--- src/rtl/spi_slave_word.sv ---
// Oversampling mode-0 SPI slave (MSB first). Synchronizes SSEL/SCK/MOSI into clk and
// moves WIDTH-bit words between the SPI pins and a parallel strobe interface.
module spi_slave_word #(
    parameter int WIDTH = 8
) (
    input  logic             clk,
    input  logic             resetn,
    input  logic             SSEL,
    input  logic             SCK,
    input  logic             MOSI,
    output logic             MISO,
    output logic [WIDTH-1:0] rx_data,
    output logic             rx_valid,
    input  logic [WIDTH-1:0] tx_data,
    output logic             tx_load,
    output logic             active
);
    localparam int            CW       = $clog2(WIDTH);
    localparam logic [CW-1:0] LAST_BIT = CW'(WIDTH - 1);

    logic       sck_s1_q, sck_s2_q, sck_s3_q;
    logic       ssel_s1_q, ssel_s2_q, ssel_s3_q;
    logic       mosi_s1_q, mosi_s2_q;
    logic [1:0] fill_q;

    logic             frame_q, frame_d;
    logic             armed_q, armed_d;
    logic [CW-1:0]    bit_cnt_q, bit_cnt_d;
    logic [WIDTH-1:0] rx_shift_q, rx_shift_d;
    logic [WIDTH-1:0] tx_shift_q, tx_shift_d;
    logic [WIDTH-1:0] rx_data_q, rx_data_d;
    logic             rx_valid_q, rx_valid_d;
    logic             miso_q, miso_d;
    logic             load_word;

    logic sck_rise, sck_fall, frame_start;

    // NOTE: every sequential block uses non-blocking assignments so all flops
    // sample the same pre-edge values; combinational next-state uses blocking.
    always_ff @(posedge clk) begin
        if (!resetn) begin
            sck_s1_q  <= 1'b0;
            sck_s2_q  <= 1'b0;
            sck_s3_q  <= 1'b0;
            ssel_s1_q <= 1'b1;
            ssel_s2_q <= 1'b1;
            ssel_s3_q <= 1'b0;
            mosi_s1_q <= 1'b0;
            mosi_s2_q <= 1'b0;
            fill_q    <= 2'b00;
        end else begin
            sck_s1_q  <= SCK;
            sck_s2_q  <= sck_s1_q;
            sck_s3_q  <= sck_s2_q;
            ssel_s1_q <= SSEL;
            ssel_s2_q <= ssel_s1_q;
            ssel_s3_q <= ssel_s2_q;
            mosi_s1_q <= MOSI;
            mosi_s2_q <= mosi_s1_q;
            fill_q    <= {fill_q[0], 1'b1};
        end
    end

    assign sck_rise    = ~sck_s3_q & sck_s2_q;
    assign sck_fall    = sck_s3_q & ~sck_s2_q;
    // A frame may only start after SSEL has really been seen high since reset;
    // fill_q marks when ssel_s2_q holds a pin sample rather than its reset value.
    assign frame_start = armed_q & ssel_s3_q & ~ssel_s2_q;

    // NOTE: every variable gets a default at the top so no path infers a latch.
    always_comb begin
        frame_d    = frame_q;
        armed_d    = armed_q | (fill_q[1] & ssel_s2_q);
        bit_cnt_d  = bit_cnt_q;
        rx_shift_d = rx_shift_q;
        tx_shift_d = tx_shift_q;
        rx_data_d  = rx_data_q;
        rx_valid_d = 1'b0;
        load_word  = 1'b0;

        if (ssel_s2_q) begin
            frame_d   = 1'b0;
            bit_cnt_d = '0;
        end else if (frame_start) begin
            frame_d    = 1'b1;
            bit_cnt_d  = '0;
            rx_shift_d = '0;
            tx_shift_d = tx_data;
            load_word  = 1'b1;
        end else if (frame_q) begin
            if (sck_rise) begin
                rx_shift_d = {rx_shift_q[WIDTH-2:0], mosi_s2_q};
                if (bit_cnt_q == LAST_BIT) begin
                    bit_cnt_d  = '0;
                    rx_data_d  = {rx_shift_q[WIDTH-2:0], mosi_s2_q};
                    rx_valid_d = 1'b1;
                    tx_shift_d = tx_data;
                    load_word  = 1'b1;
                end else begin
                    bit_cnt_d = bit_cnt_q + CW'(1);
                end
            end else if (sck_fall && bit_cnt_q != '0) begin
                // At a word boundary the fresh MSB must stay on MISO, so no shift.
                tx_shift_d = tx_shift_q << 1;
            end
        end

        miso_d = frame_d ? tx_shift_d[WIDTH-1] : 1'b0;
    end

    always_ff @(posedge clk) begin
        if (!resetn) begin
            frame_q    <= 1'b0;
            armed_q    <= 1'b0;
            bit_cnt_q  <= '0;
            rx_shift_q <= '0;
            tx_shift_q <= '0;
            rx_data_q  <= '0;
            rx_valid_q <= 1'b0;
            miso_q     <= 1'b0;
        end else begin
            frame_q    <= frame_d;
            armed_q    <= armed_d;
            bit_cnt_q  <= bit_cnt_d;
            rx_shift_q <= rx_shift_d;
            tx_shift_q <= tx_shift_d;
            rx_data_q  <= rx_data_d;
            rx_valid_q <= rx_valid_d;
            miso_q     <= miso_d;
        end
    end

    assign MISO     = miso_q;
    assign rx_data  = rx_data_q;
    assign rx_valid = rx_valid_q;
    assign tx_load  = load_word;
    assign active   = frame_q;

endmodule

--- config.mk ---
export PLATFORM = sky130hd
export DESIGN_NAME = spi_slave_word
export DESIGN_NICKNAME = d
export VERILOG_FILES = /design/src/rtl/spi_slave_word.sv
export SDC_FILE = /design/constraint.sdc
export NUM_CORES = 1
export LEC_CHECK = 0
export CORE_MARGIN = 5
export CORE_UTILIZATION = 56
export DETAILED_ROUTE_END_ITERATION = 10
export HOLD_SLACK_MARGIN = 0.05
export PLACE_DENSITY = 0.83
export SLEW_MARGIN = 20
export SYNTH_ARGS = -nofsm -noshare
export SYNTH_HDL_FRONTEND = slang
export SYNTH_SLANG_ARGS = --single-unit
--- constraint.sdc ---
create_clock -name clk -period 3.7 [get_ports clk]
set_input_delay 0.74 -clock clk [delete_from_list [all_inputs] [get_ports clk]]
set_output_delay 0.74 -clock clk [all_outputs]
set_load 0.03 [all_outputs]
==> impl_results.rst, run 1 <==
.. list-table::
   :header-rows: 1

   * - Metric
     - Value
   * - Core ar.
     - approximately 0.0028 sq mm
   * - Power share of the sequential group
     - around 64%
   * - Fraction of the cycle the final worst path needs
     - approximately four fifths
   * - Compound-cell area share of the yosys netlist
     - 13.7%
   * - Cell area after placement
     - roughly 0.0019 sq mm
   * - TritonCTS clock tree
     - built
   * - Number of I/O port buffers
     - 24
   * - Yosys reg bits
     - 40
   * - Portion of synthesized cell area occupied by the leading cell type
     - 49.7%
   * - Total global routing overflow
     - 0
   * - Setup WS pre-CTS
     - 1120 ps
   * - DP Wirelength
     - 2250 um
   * - P per Cell Area
     - between 300 and 400 mW/mm^2
   * - Main combinational cell family by area after synthesis
     - simple AND/OR/NAND/NOR gates
   * - Critical path endpoint category
     - output pin
   * - Peak supply drop
     - ~330 uV
   * - Gpl congestion
     - around 0.84
   * - Maximum number of pins on one net before global-route repair
     - 17
   * - Multiplexer share of the synthesized area
     - 6.21%
   * - Required time of the critical path
     - between 2000 and 3000 ps
   * - Gate family responsible for the most delay along the worst path
     - buffers and inverters
   * - Final standard cell count with taps included and fillers excluded
     - about 220
   * - Static Leak
     - 0.784 nW
   * - Detail Route Antenna Nets
     - 0
   * - Setup repair after global routing missed its margin
     - false
   * - Post-synthesis cell type count
     - 33
   * - Synth-to-layout area growth
     - 18.0%
   * - Switching Fraction
     - 23.2%
   * - Clk_lat worst skew
     - about 350 ps
   * - Fraction of the mapped netlist area in adder cells
     - approximately 2.3%
   * - Number of standard cells after synthesis
     - 163
   * - DR DRC count
     - 0
   * - Number of failing setup endpoints in the final timing report
     - 0
   * - Highest fanout seen on the critical path
     - 4
   * - Dominant cells by area after synthesis
     - sky130_fd_sc_hd__dfxtp_1, sky130_fd_sc_hd__mux2i_1, sky130_fd_sc_hd__nand2_1
   * - Mapped Area
     - between 0.0015 and 0.002 sq mm
   * - Drt pass-1 iters
     - 4
   * - Top-level port count
     - 25
   * - Share of the core filled with cells
     - slightly below 70%
   * - Number of buffers inserted during clock tree synthesis
     - 5
   * - Max stage delay on crit path
     - roughly 700 ps
   * - Launching element type of the critical path
     - register
   * - Cells after DPL
     - between 200 and 250
   * - Routed wire length
     - approximately 3200 um
   * - Post-route cell area
     - roughly 0.0019 sq mm
   * - Post-layout min period
     - between 2000 and 3000 ps
   * - Worst Max-Slew Pin Slew
     - 516 ps
   * - Highest clock frequency the design can meet
     - approximately 330 MHz
   * - Net Switching
     - roughly 160 uW
   * - Global-route wire length before repair
     - roughly 5500 um
   * - Clk slew on worst S/H paths
     - between 100 and 150 ps
   * - Startpoint-to-endpoint class of the critical path
     - register to output pin
   * - Fill cell count
     - 244
   * - Die Span X
     - 63.6 um
   * - Worst setup skew after layout
     - between 6 and 7 ps
   * - Count of final max-slew check failures
     - 0
   * - Post-Syn Nets
     - roughly 180
   * - Setup TNS
     - 0 ps
   * - Hold WC Path Type
     - register to register
   * - Diode count
     - 0
   * - Clock sinks
     - 40
   * - Number of placement rows
     - 19
   * - Overall global routing resource usage
     - between 10% and 20%
   * - Relative max-transition margin
     - between 60% and 70%
   * - Initial Util
     - around 58%
   * - Layout Nets
     - approximately 200
   * - Combinational share of power
     - 5.1%
   * - Share of final-layout standard cells stronger than drive strength 1
     - under 10%
   * - Root Driver
     - sky130_fd_sc_hd__clkbuf_4
   * - Clock network power share
     - just over 30%
   * - Final critical-path setup slack
     - approximately 700 ps
   * - Internal portion of total power
     - 527 uW
   * - Worst path arrival time
     - about 2300 ps
   * - Share of the synthesized netlist area taken by xor and xnor gates
     - 0%
   * - Synth warn
     - 0
   * - Simple-gate area share of the yosys netlist
     - 24.3%
   * - Cell-by-cell listing of the critical path
     - ha_1 > ha_1 > nand4b_1 > a21oi_1 > clkdlybuf4s50_1
   * - Slowest cell on crit path
     - sky130_fd_sc_hd__clkdlybuf4s50_1
   * - Max-Cap Viols
     - 0
   * - Hold buffers post-CTS
     - 0
   * - Cell mode on critical path
     - sky130_fd_sc_hd__ha_1
   * - Vias in the first global route
     - about 1,200
   * - Initial antenna violation count
     - 0
   * - Die area
     - about 0.0041 sq mm
   * - Run status
     - complete, no violations
   * - Routed wire length per instance
     - between 10 and 15 um
   * - Share of synthesized area occupied by flip-flops and latches
     - 49.7%
   * - Die Span Y
     - roughly 64 um
   * - Yosys top cell by area
     - sky130_fd_sc_hd__dfxtp_1
   * - H-tree depth reported by CTS
     - 2
   * - Number of buffers and inverters on the critical path
     - 1
   * - Maximum clock path buffer count
     - 2
   * - Iteration-0 DRC count of the detailed router
     - 20
   * - Final hold violation count
     - 0
   * - Total via count after detailed routing
     - 1,235
   * - PostCTS Resize Cnt
     - 0
   * - DR vias/cell
     - between 5 and 6
   * - Synthesized area divided by synthesized cell count
     - roughly 10 sq um
   * - Post-CTS setup buffer count
     - 0
## power by group through the flow
stage	Sequential, mW	Clock [mW]	Combinational [mW]
2_1_floorplan	0.450	0	0.0189
3_3_place_gp	0.451	0	0.0341
3_5_place_dp	0.452	0	0.0348
4_1_cts	0.442	0.211	0.0351
5_1_grt	0.444	0.241	0.0374
6_report	0.442	0.209	0.0348
## synth_stat cells, drive strengths merged
master   n
nand2   17
nor2     5
nand3b   1
or2      1
dfxtp   40
and3b    1
nand4b   7
mux2i   10
a211oi   1
ha       3
a21boi   2
o21a     1
a21o     1
o211a    6
clkbuf   8
o21ai   10
nand2b   3
nor4bb   1
buf      3
and2     8
a21oi   10
nor3     1
inv      2
nand4    7
a211o    1
and4b    1
nor2b   10
nand3    2
## final cells by class
cell class	count	area (sq um)	area share [%]
inverters	2	7.51	0.395
clock buffers	5	37.5	1.97
multi-input cells	110	749	39.4
flip-flops and latches	40	801	42.1
well taps	31	38.8	2.04
repair buffers	26	255	13.4
clock inverters	2	12.5	0.658
## worst reg2reg max path, cell delays in order, from the launching register on
cell                       delay (ps)
sky130_fd_sc_hd__dfxtp_1          400
sky130_fd_sc_hd__ha_1             180
sky130_fd_sc_hd__ha_1             250
sky130_fd_sc_hd__and4b_1          430
sky130_fd_sc_hd__a211oi_2          90
sky130_fd_sc_hd__nor2_2           280
sky130_fd_sc_hd__o211a_1          180
## layout by cell type (no fill, tap or decap), types with 3 or more instances in the layout
master                            count
sky130_fd_sc_hd__o211a_1              6
sky130_fd_sc_hd__a21oi_1             10
sky130_fd_sc_hd__nor2_1               4
sky130_fd_sc_hd__nand4b_1             7
sky130_fd_sc_hd__nand4_1              7
sky130_fd_sc_hd__ha_1                 3
sky130_fd_sc_hd__clkbuf_4             5
sky130_fd_sc_hd__mux2i_1             10
sky130_fd_sc_hd__nand2b_1             3
sky130_fd_sc_hd__clkdlybuf4s50_1     24
sky130_fd_sc_hd__o21ai_0              7
sky130_fd_sc_hd__o21ai_1              3
sky130_fd_sc_hd__nand2_1             17
sky130_fd_sc_hd__and2_1               8
sky130_fd_sc_hd__dfxtp_1             40
sky130_fd_sc_hd__nor2b_1             10
## path summary, 6_finish.rpt
check / startpoint / depth (start not counted) / to / slack (ps)
setup / recovery: bit_cnt_q[0]$_SDFFE_PP0P_ / 5 / tx_load / 710
hold / removal: ssel_s1_q$_SDFF_PN1_ / 1 / ssel_s2_q$_SDFF_PN1_ / 430
setup reg to reg: bit_cnt_q[0]$_SDFFE_PP0P_ / 6 / tx_shift_q[5]$_SDFFE_PN0P_ / 1850
hold reg to reg: ssel_s1_q$_SDFF_PN1_ / 1 / ssel_s2_q$_SDFF_PN1_ / 430
## metal layers
layer | global-route usage [%] | wire length (um)
met5 | 0 | 0
met4 | 8.31 | 57
met3 | 4.26 | 170
met2 | 28.8 | 1590
met1 | 19.1 | 1360
## per-stage QoR
| stage | power (mW) | hold WS, ps |
|---|---|---|
| after floorplan | 0.469 | 386 |
| after global placement | 0.485 | 400 |
| after detailed placement | 0.487 | 410 |
| after CTS | 0.688 | 437 |
| after global routing | 0.722 | 453 |
| final | 0.686 | 434 |
## logic make-up after synthesis
logic type,Yosys count
fa+ha+maj,3
flops,40
buf+inv,13
compound gates,32
simple gates,65
mux,10
## state kept, by name, indices dropped and copies added, names as in the netlist
| signal | count |
|---|---|
| rx_valid | 1 |
| sck_s3_q | 1 |
| fill_q | 2 |
| armed_q | 1 |
| sck_s2_q | 1 |
| sck_s1_q | 1 |
| ssel_s3_q | 1 |
| ssel_s1_q | 1 |
| bit_cnt_q | 3 |
| rx_data | 8 |
| MISO | 1 |
| ssel_s2_q | 1 |
| mosi_s2_q | 1 |
| mosi_s1_q | 1 |
| tx_shift_q | 8 |
| rx_shift_q | 7 |
| active | 1 |
Power figures use the tool's default switching activity.
==> inputs of run 2 (changes only) <==
Settings changed: CORE_UTILIZATION 56 to 47, PLACE_DENSITY 0.83 to 0.74.
Clock period 3.7 ns to 2.59 ns, I/O delays scaled along.
==> impl_results.rst, run 2 (synthesis gave the netlist of run 1 again) <==
.. list-table::
   :header-rows: 1

   * - Metric
     - Value
   * - Gpl congestion
     - 0.862 (was 0.839)
   * - Number of I/O port buffers
     - 24 (unchanged)
   * - Number of buffers inserted during clock tree synthesis
     - 5 (unchanged)
   * - Cell-by-cell listing of the critical path
     - ha_1 > ha_2 > nand4b_1 > a21oi_1 > clkdlybuf4s15_2 (was ha_1 > ha_1 > nand4b_1 > a21oi_1 > clkdlybuf4s50_1)
   * - Number of placement rows
     - 21 (was 19)
   * - Static Leak
     - 0.804 nW (was 0.784 nW)
   * - Slowest cell on crit path
     - sky130_fd_sc_hd__dfxtp_1 (was sky130_fd_sc_hd__clkdlybuf4s50_1)
   * - Clk slew on worst S/H paths
     - 130 ps (was 110 ps)
   * - Relative max-transition margin
     - 66.8% (was 65.5%)
   * - Power share of the sequential group
     - 56.5% (was 64.4%)
   * - Launching element type of the critical path
     - register (unchanged)
   * - P per Cell Area
     - 565 mW/mm^2 (was 361 mW/mm^2)
   * - Vias in the first global route
     - 1,226 (was 1,246)
   * - Clk_lat worst skew
     - 360 ps (was 350 ps)
   * - Most common cell after layout, fill and taps aside
     - sky130_fd_sc_hd__dfxtp_1 (unchanged)
   * - Clock network power share
     - 38.7% (was 30.5%)
   * - TritonCTS clock tree
     - built (unchanged)
   * - Final hold violation count
     - 0 (unchanged)
   * - Met3 layer wire length in the routed design
     - 164 um (was 170 um)
   * - Highest fanout seen on the critical path
     - 4 (unchanged)
   * - Post-layout min period
     - 2440 ps
   * - Routed wire length per instance
     - 13.6 um (was 14.7 um)
   * - Iteration-0 DRC count of the detailed router
     - 52 (was 20)
   * - Die Span X
     - 68.6 um (was 63.6 um)
   * - Combinational share of power
     - 4.8% (was 5.1%)
   * - Setup repair after global routing missed its margin
     - false (unchanged)
   * - Diode count
     - 0 (unchanged)
   * - Cell area after placement
     - 0.00189 sq mm (was 0.00185 sq mm)
   * - Required time of the critical path
     - 2070 ps (was 2960 ps)
   * - Synth-to-layout area growth
     - 22.4% (was 18.0%)
   * - Worst setup skew after layout
     - 11.4 ps (was 6.96 ps)
   * - Net Switching
     - 252 uW (was 159 uW)
   * - Maximum clock path buffer count
     - 2 (unchanged)
   * - Root Driver
     - sky130_fd_sc_hd__clkbuf_4 (unchanged)
   * - Worst slack on hold paths
     - 445 ps (was 434 ps)
   * - Maximum number of pins on one net before global-route repair
     - 20 (was 17)
   * - Gate family responsible for the most delay along the worst path
     - adder cells (was buffers and inverters)
   * - Share of final-layout standard cells stronger than drive strength 1
     - 9.57% (was 7.03%)
   * - M1 wire length
     - 1420 um (was 1360 um)
   * - H-tree depth reported by CTS
     - 2 (unchanged)
   * - Uppermost routed layer
     - met4 (unchanged)
   * - DP Wirelength
     - 2200 um (was 2250 um)
   * - Leading cell types in the layout, fill and taps excluded
     - sky130_fd_sc_hd__dfxtp_1, sky130_fd_sc_hd__clkdlybuf4s50_1, sky130_fd_sc_hd__nand2_1 (unchanged)
   * - Critical path endpoint category
     - output pin (unchanged)
   * - Detail Route Antenna Nets
     - 0 (unchanged)
   * - Die area
     - 0.00470 sq mm (was 0.00405 sq mm)
   * - Switching Fraction
     - 22.6% (was 23.2%)
   * - Global-route wire length before repair
     - 5310 um (was 5450 um)
   * - Run status
     - complete, no violations (unchanged)
   * - Total via count after detailed routing
     - 1,238 (was 1,235)
   * - Initial Util
     - 48.3% (was 58.4%)
   * - Fraction of the cycle the final worst path needs
     - between 90% and 100%
   * - Met2 wire length
     - 1530 um (was 1590 um)
   * - Peak supply drop
     - 360 uV (was 333 uV)
   * - Max stage delay on crit path
     - 400 ps (was 700 ps)
   * - Initial antenna violation count
     - 0 (unchanged)
   * - Setup TNS
     - 0 ps (unchanged)
   * - Clock sinks
     - 40 (unchanged)
   * - DR DRC count
     - 0 (unchanged)
   * - Internal portion of total power
     - 862 uW (was 527 uW)
   * - Core ar.
     - 0.00334 sq mm (was 0.00276 sq mm)
   * - Total global routing overflow
     - 0 (unchanged)
   * - DR vias/cell
     - 5.29 (was 5.72)
   * - Count of final max-slew check failures
     - 0 (unchanged)
   * - Max-Cap Viols
     - 0 (unchanged)
   * - Highest clock frequency the design can meet
     - 410 MHz
   * - Routed wire length
     - 3180 um (about the same)
   * - Worst path arrival time
     - 1920 ps (was 2250 ps)
   * - Layout Nets
     - 203 (was 201)
   * - Overall global routing resource usage
     - 15.5% (was 16.8%)
   * - Drt pass-1 iters
     - 4 (unchanged)
   * - Number of buffers and inverters on the critical path
     - 1 (unchanged)
   * - Hold WC Path Type
     - register to register (unchanged)
   * - Number of failing setup endpoints in the final timing report
     - 0 (unchanged)
   * - Startpoint-to-endpoint class of the critical path
     - register to output pin (unchanged)
   * - Post-route cell area
     - 0.00197 sq mm (was 0.00190 sq mm)
   * - Top-level port count
     - 25 (unchanged)
   * - Worst Max-Slew Pin Slew
     - 494 ps (was 516 ps)
   * - Total Power Consumption
     - 1.11 mW (was 686 uW)
   * - Die Span Y
     - 68.6 um (was 63.6 um)
## run 2: timing repair
item | CTS | global route
resized for setup | 3 | 1
setup endpoints to repair | 1 | 1
buffers inserted | 0 | 0
hold buffers | 0 | 0
## run 2: through the flow
stage	worst slack (ps)	std cells	util (%)
CTS	72.0	234	59.1
finish	153	234	59.1
detailed placement	137	226	56.5
global route	57.2	234	59.1
floorplan	659	163	-
global placement	249	226	56.5
## run 2: final cells by class
cell class,instances,area [sq um]
clock buffers,5,37.5
clock inverters,3,46.3
fillers,299,1360
inverters,2,7.51
multi-input cells,110,752
flip-flops and latches,40,801
well taps,46,57.6
repair buffers,28,272
## run 2: power by group through the flow
stage	clock [mW]	sequential, mW	combinational [mW]
2_1_floorplan	0	0.643	0.0271
3_3_place_gp	0	0.643	0.0526
3_5_place_dp	0	0.643	0.0535
4_1_cts	0.439	0.629	0.0539
5_1_grt	0.468	0.631	0.0577
6_report	0.431	0.629	0.0538
## run 2: worst reg2reg max path, delay by kind of cell (launching register included)
kind | cells | cell delay [ps]
simple gates | 2 | 690
compound gates | 2 | 270
fa+ha+maj | 2 | 440
flops | 1 | 400
## run 2: final timing paths
| path | to | slack [ps] | startpoint | cells after the start |
|---|---|---|---|---|
| max | tx_load | 150 | bit_cnt_q[0]$_SDFFE_PP0P_ | 5 |
| min reg2reg | ssel_s2_q$_SDFF_PN1_ | 440 | ssel_s1_q$_SDFF_PN1_ | 1 |
| min | ssel_s2_q$_SDFF_PN1_ | 440 | ssel_s1_q$_SDFF_PN1_ | 1 |
| max reg2reg | tx_shift_q[3]$_SDFFE_PN0P_ | 750 | bit_cnt_q[0]$_SDFFE_PP0P_ | 6 |
## run 2: metal layers
layer,vias to the layer above,global-route usage (%)
met3,7,6.00
met4,0,9.68
li1,619,-
met1,577,16.8
met2,35,25.4
met5,-,0
==> variant 1: new RTL, settings of run 2 <==
`WIDTH`: 8 -> 4.
--- a/src/rtl/spi_slave_word.sv
+++ b/src/rtl/spi_slave_word.sv
@@ -1,7 +1,7 @@
 // Oversampling mode-0 SPI slave (MSB first). Synchronizes SSEL/SCK/MOSI into clk and
 // moves WIDTH-bit words between the SPI pins and a parallel strobe interface.
 module spi_slave_word #(
-    parameter int WIDTH = 8
+    parameter int WIDTH = 4
 ) (
     input  logic             clk,
     input  logic             resetn,
Ports: changed (resized rx_data and tx_data); port bits go from 25 to 17. The function was not compared with the original's and may differ.
==> variant 1 against run 2 <==
  * Die area shrank 29%
  * Sequential power is 31% lower
  * Synthesized area down 33%
  * Wire length down 39%
  * Non-clock buffer count shrank 9
  * Total power decreased by 42%
  * Utilization decreased by 0.31 points
  * Design area decreased by 34%
  * Sequential cell count is 13 lower
  * First-iteration DRC count fell by 85%
  * Setup slack better by 0.15 ns
==> variant 1: results (changes against run 2) <==
----------------------------------------------------
[Logic synthesis]
  Post-synthesis share of cell area spent on full adders, half adders and majority gates ... 2.31% (-0.014 points)
  Gate count of the mapped netlist ... 111 (-32%)
  Syn_nets ... 122 (-32%)
  Netlist area before placement ... 0.00108 sq mm (-33%)
  Compound-cell area share of the yosys netlist ... 14.6% (+0.92 points)
  Fraction of synthesized area in multiplexers ... 5.56% (-0.66 points)
  Post-synthesis sequential area ratio ... 50.0% (+0.31 points)

[Power]
  Final Power ... 0.648 mW (-42%)
  Internal power ... 0.502 mW (-42%)
  Standby leakage power ... 0.504 nW (-37%)
  Peak supply drop ... 0.000405 V (+13%)

[Routing]
  First-iteration detailed-routing DRC count ... 8 (-85%)
  Routed length per instance ... 12.3 um (-9.6%)
  Routed length on met1 ... 889 um (-37%)

[Global routing]
  First-pass GRT wire length ... 3390 um (-36%)
  Met1 Track Usage GR ... 15.8% (-0.93 points)
  Largest net degree at the start of global routing ... 17 (-15%)
  Met2 GRT Util ... 20.6% (-4.7 points)
  M3 GR Usage ... 2.45% (-3.5 points)

[Setup path]
  End of the worst register-to-register path ... tx_shift_q[1]
  WP data arrival ... 1.77 ns (-0.15 ns)
  Reg2Reg Setup Slack ... 0.67 ns (-0.08 ns)

[Place]
  Number of cells in the design after placement ... 154 (-32%)
  Cell Area, Placed ... 0.00128 sq mm (-32%)
  Number of input and output port buffers inserted ... 16 (-33%)
  Worst slack after detailed placement ... 0.162 ns (+0.0249 ns)

[Layout]
  Total of fill cells in the finished design ... 191 (-36%)
  Sequential cell area ... 541 sq um (-33%)
  Share of final-layout standard cells stronger than drive strength 1 ... 8.46% (-1.1 points)

[Clock tree]
  Later-pin clock latency in the skew report ... 0.32 ns (-0.04 ns)
  Worst-path clk slew ... 0.15 ns (+0.02 ns)
  Total clock buffers created by CTS ... 3 (-2)

[Run status]
  Outcome ... complete, no violations

[STA]
  Remaining max-slew budget at the tightest pin ... 63.3% (-3.5 points)

----------------------------------------------------
[variant 1: cell types whose count changed after synthesis, moves of 3 or more]
| cell | change |
|---|---|
| sky130_fd_sc_hd__nor2_1 | +6 |
| sky130_fd_sc_hd__nand2b_1 | +4 |
| sky130_fd_sc_hd__dfxtp_1 | -13 |
| sky130_fd_sc_hd__o21ai_0 | -3 |
| sky130_fd_sc_hd__nand4b_1 | -7 |
| sky130_fd_sc_hd__nor2b_1 | -8 |
| sky130_fd_sc_hd__nand3_1 | +3 |
| sky130_fd_sc_hd__nand2_1 | -13 |
| sky130_fd_sc_hd__mux2i_1 | -4 |
| sky130_fd_sc_hd__clkbuf_1 | -6 |
| sky130_fd_sc_hd__a21oi_1 | -3 |
| sky130_fd_sc_hd__nand4_1 | -5 |
| sky130_fd_sc_hd__o211a_1 | -5 |
[variant 1: final cells by class]
type,instances,share of cell area (%)
sequential,27,41.5
multi-input combinational,75,38.4
timing repair buffer,19,13.7
tap,28,2.69
clock buffer,3,1.73
inverter,5,1.44
clock inverter,1,0.577
==> variant 2: new RTL, config.mk and constraints of run 2 <==
Made on the original files. The output `MISO` loses its register stage (`miso_q` becomes a continuous assignment).
--- a/src/rtl/spi_slave_word.sv
+++ b/src/rtl/spi_slave_word.sv
@@ -117,7 +117,6 @@
             tx_shift_q <= '0;
             rx_data_q  <= '0;
             rx_valid_q <= 1'b0;
-            miso_q     <= 1'b0;
         end else begin
             frame_q    <= frame_d;
             armed_q    <= armed_d;
@@ -126,9 +125,10 @@
             tx_shift_q <= tx_shift_d;
             rx_data_q  <= rx_data_d;
             rx_valid_q <= rx_valid_d;
-            miso_q     <= miso_d;
         end
     end
+
+    assign miso_q = miso_d;
 
     assign MISO     = miso_q;
     assign rx_data  = rx_data_q;
Function: changed (a bounded check fails within 4 cycles, from zero or initial values and one cycle with resetn low).
==> variant 2 against run 2 <==
  * Register-to-register slack got worse by 0.25 ns
  * Total power down 12%
  * Wire length increased by 8.4%
  * Synthesized area is 3.6% higher
  * Design area increased by 1.2%
  * Sequential cell count is 1 lower
  * Highest routed layer unchanged
  * Worst hold slack got worse by 0.020 ns
  * Clock power down 29%
  * Setup slack worse by 0.033 ns
  * Critical path depth increased by 1
==> variant 2: results (changes against run 2) <==
----------------------------------------------------
[Setup path]
  Critical-path top delay cell ... sky130_fd_sc_hd__dlygate4sd2_1
  WP data arrival ... 1.95 ns (+0.03 ns)
  Reg2Reg Setup Slack ... 0.50 ns (-0.25 ns)
  Worst reg-to-reg path cell count ... 7 (+1)
  Critical Path Fanout Max ... 5 (+1)

[Layout]
  Number of nets in the final layout ... 214 (+5.4%)
  Share of final-layout standard cells stronger than drive strength 1 ... 9.09% (-0.48 points)
  Total of fill cells in the finished design ... 302 (+1.0%)

[Logic synthesis]
  Post-synthesis sequential area ratio ... 46.7% (-2.9 points)
  Distinct cell type count of the synthesized netlist ... 37 (+12%)
  Cell types with the highest counts after synthesis ... sky130_fd_sc_hd__dfxtp_1, sky130_fd_sc_hd__nand2_1, sky130_fd_sc_hd__a21oi_1
  Ranking of synthesized cells by area ... sky130_fd_sc_hd__dfxtp_1, sky130_fd_sc_hd__mux2i_1, sky130_fd_sc_hd__nor2b_1, sky130_fd_sc_hd__nand2b_1, sky130_fd_sc_hd__a21oi_1

[Routing]
  Routed length on met1 ... 1480 um (+4.0%)
  Via density ... 5.53 (+4.6%)
  Detailed-route wire length ... 3450 um (+8.4%)
  Met3 wire len ... 149 um (-9.1%)
  Wire length on met2 ... 1780 um (+17%)

[Global routing]
  M3 GR Usage ... 3.48% (-2.5 points)
  Met1 Track Usage GR ... 17.1% (+0.33 points)
  Met2 GRT Util ... 26.4% (+0.99 points)
  Vias in the first global route ... 1,305 (+6.4%)
  Largest net degree at the start of global routing ... 23 (+15%)
  Overall track demand over capacity in global routing ... 14.8% (-0.70 points)

[Place]
  Final estimated routing congestion in global placement ... 0.802 (-7.0%)

[Clock tree]
  Worst-path clk slew ... 0.10 ns (-0.03 ns)
  Later-pin clock latency in the skew report ... 0.33 ns (-0.03 ns)

[Power]
  Peak supply drop ... 0.000217 V (-40%)
  Standby leakage power ... 0.833 nW (+3.5%)

[Run status]
  Outcome ... complete, no violations

----------------------------------------------------
variant 2: worst reg2reg max path: cells and delay by family, from the launching register on:
| kind | cells | cell delay (ns) |
|---|---|---|
| fa+ha+maj | 2 | 0.44 |
| buf+inv | 1 | 0.17 |
| flops | 1 | 0.39 |
| mux | 1 | 0.24 |
| simple gates | 3 | 0.76 |
variant 2: where the power goes:
group / internal, mW / total, mW / switching [mW]
registers: 0.608 / 0.616 / 0.00750
logic: 0.0321 / 0.0543 / 0.0222
clock network: 0.126 / 0.307 / 0.181
variant 2: layout make-up:
type | count | area (sq um) | share of cell area [%]
clock buffer | 6 | 51.3 | 2.57
clock inverter | 1 | 5.00 | 0.251
tap | 46 | 57.6 | 2.88
inverter | 3 | 11.3 | 0.564
timing repair buffer | 29 | 272 | 13.6
sequential | 39 | 781 | 39.1
multi-input combinational | 120 | 820 | 41.0
variant 2: stage by stage:
step / cell area [sq um] / cells / hold WS (ns) / setup WS [ns]
final: 2000 / 244 / 0.425 / 0.120
after global routing: 2000 / 244 / 0.447 / 0.00499
after CTS: 2000 / 244 / 0.431 / 0.0225
after detailed placement: 1950 / 237 / 0.407 / 0.00678
after global placement: 1950 / 237 / 0.393 / 0.0270
after floorplan: 1670 / 173 / 0.386 / 0.625
variant 2: kinds of logic (layout without fill, tap and decap cells):
family                     count (synthesis)  after routing  share of synthesized area, %
and+or+nand+nor                           65             65                          22.6
AOI/OAI and AO/OA                         42             42                          18.2
buffers and inverters                     14             39                          4.19
muxes                                     10             10                          5.99
adders and majority gates                  3              3                          2.25
DFF                                       39             39                          46.7
variant 2: path summary, 6_finish.rpt:
path           startpoint          to
max          bit_cnt_q[0]     tx_load
min             ssel_s1_q   ssel_s2_q
max reg2reg  bit_cnt_q[0]  rx_data[6]
min reg2reg     ssel_s1_q   ssel_s2_q
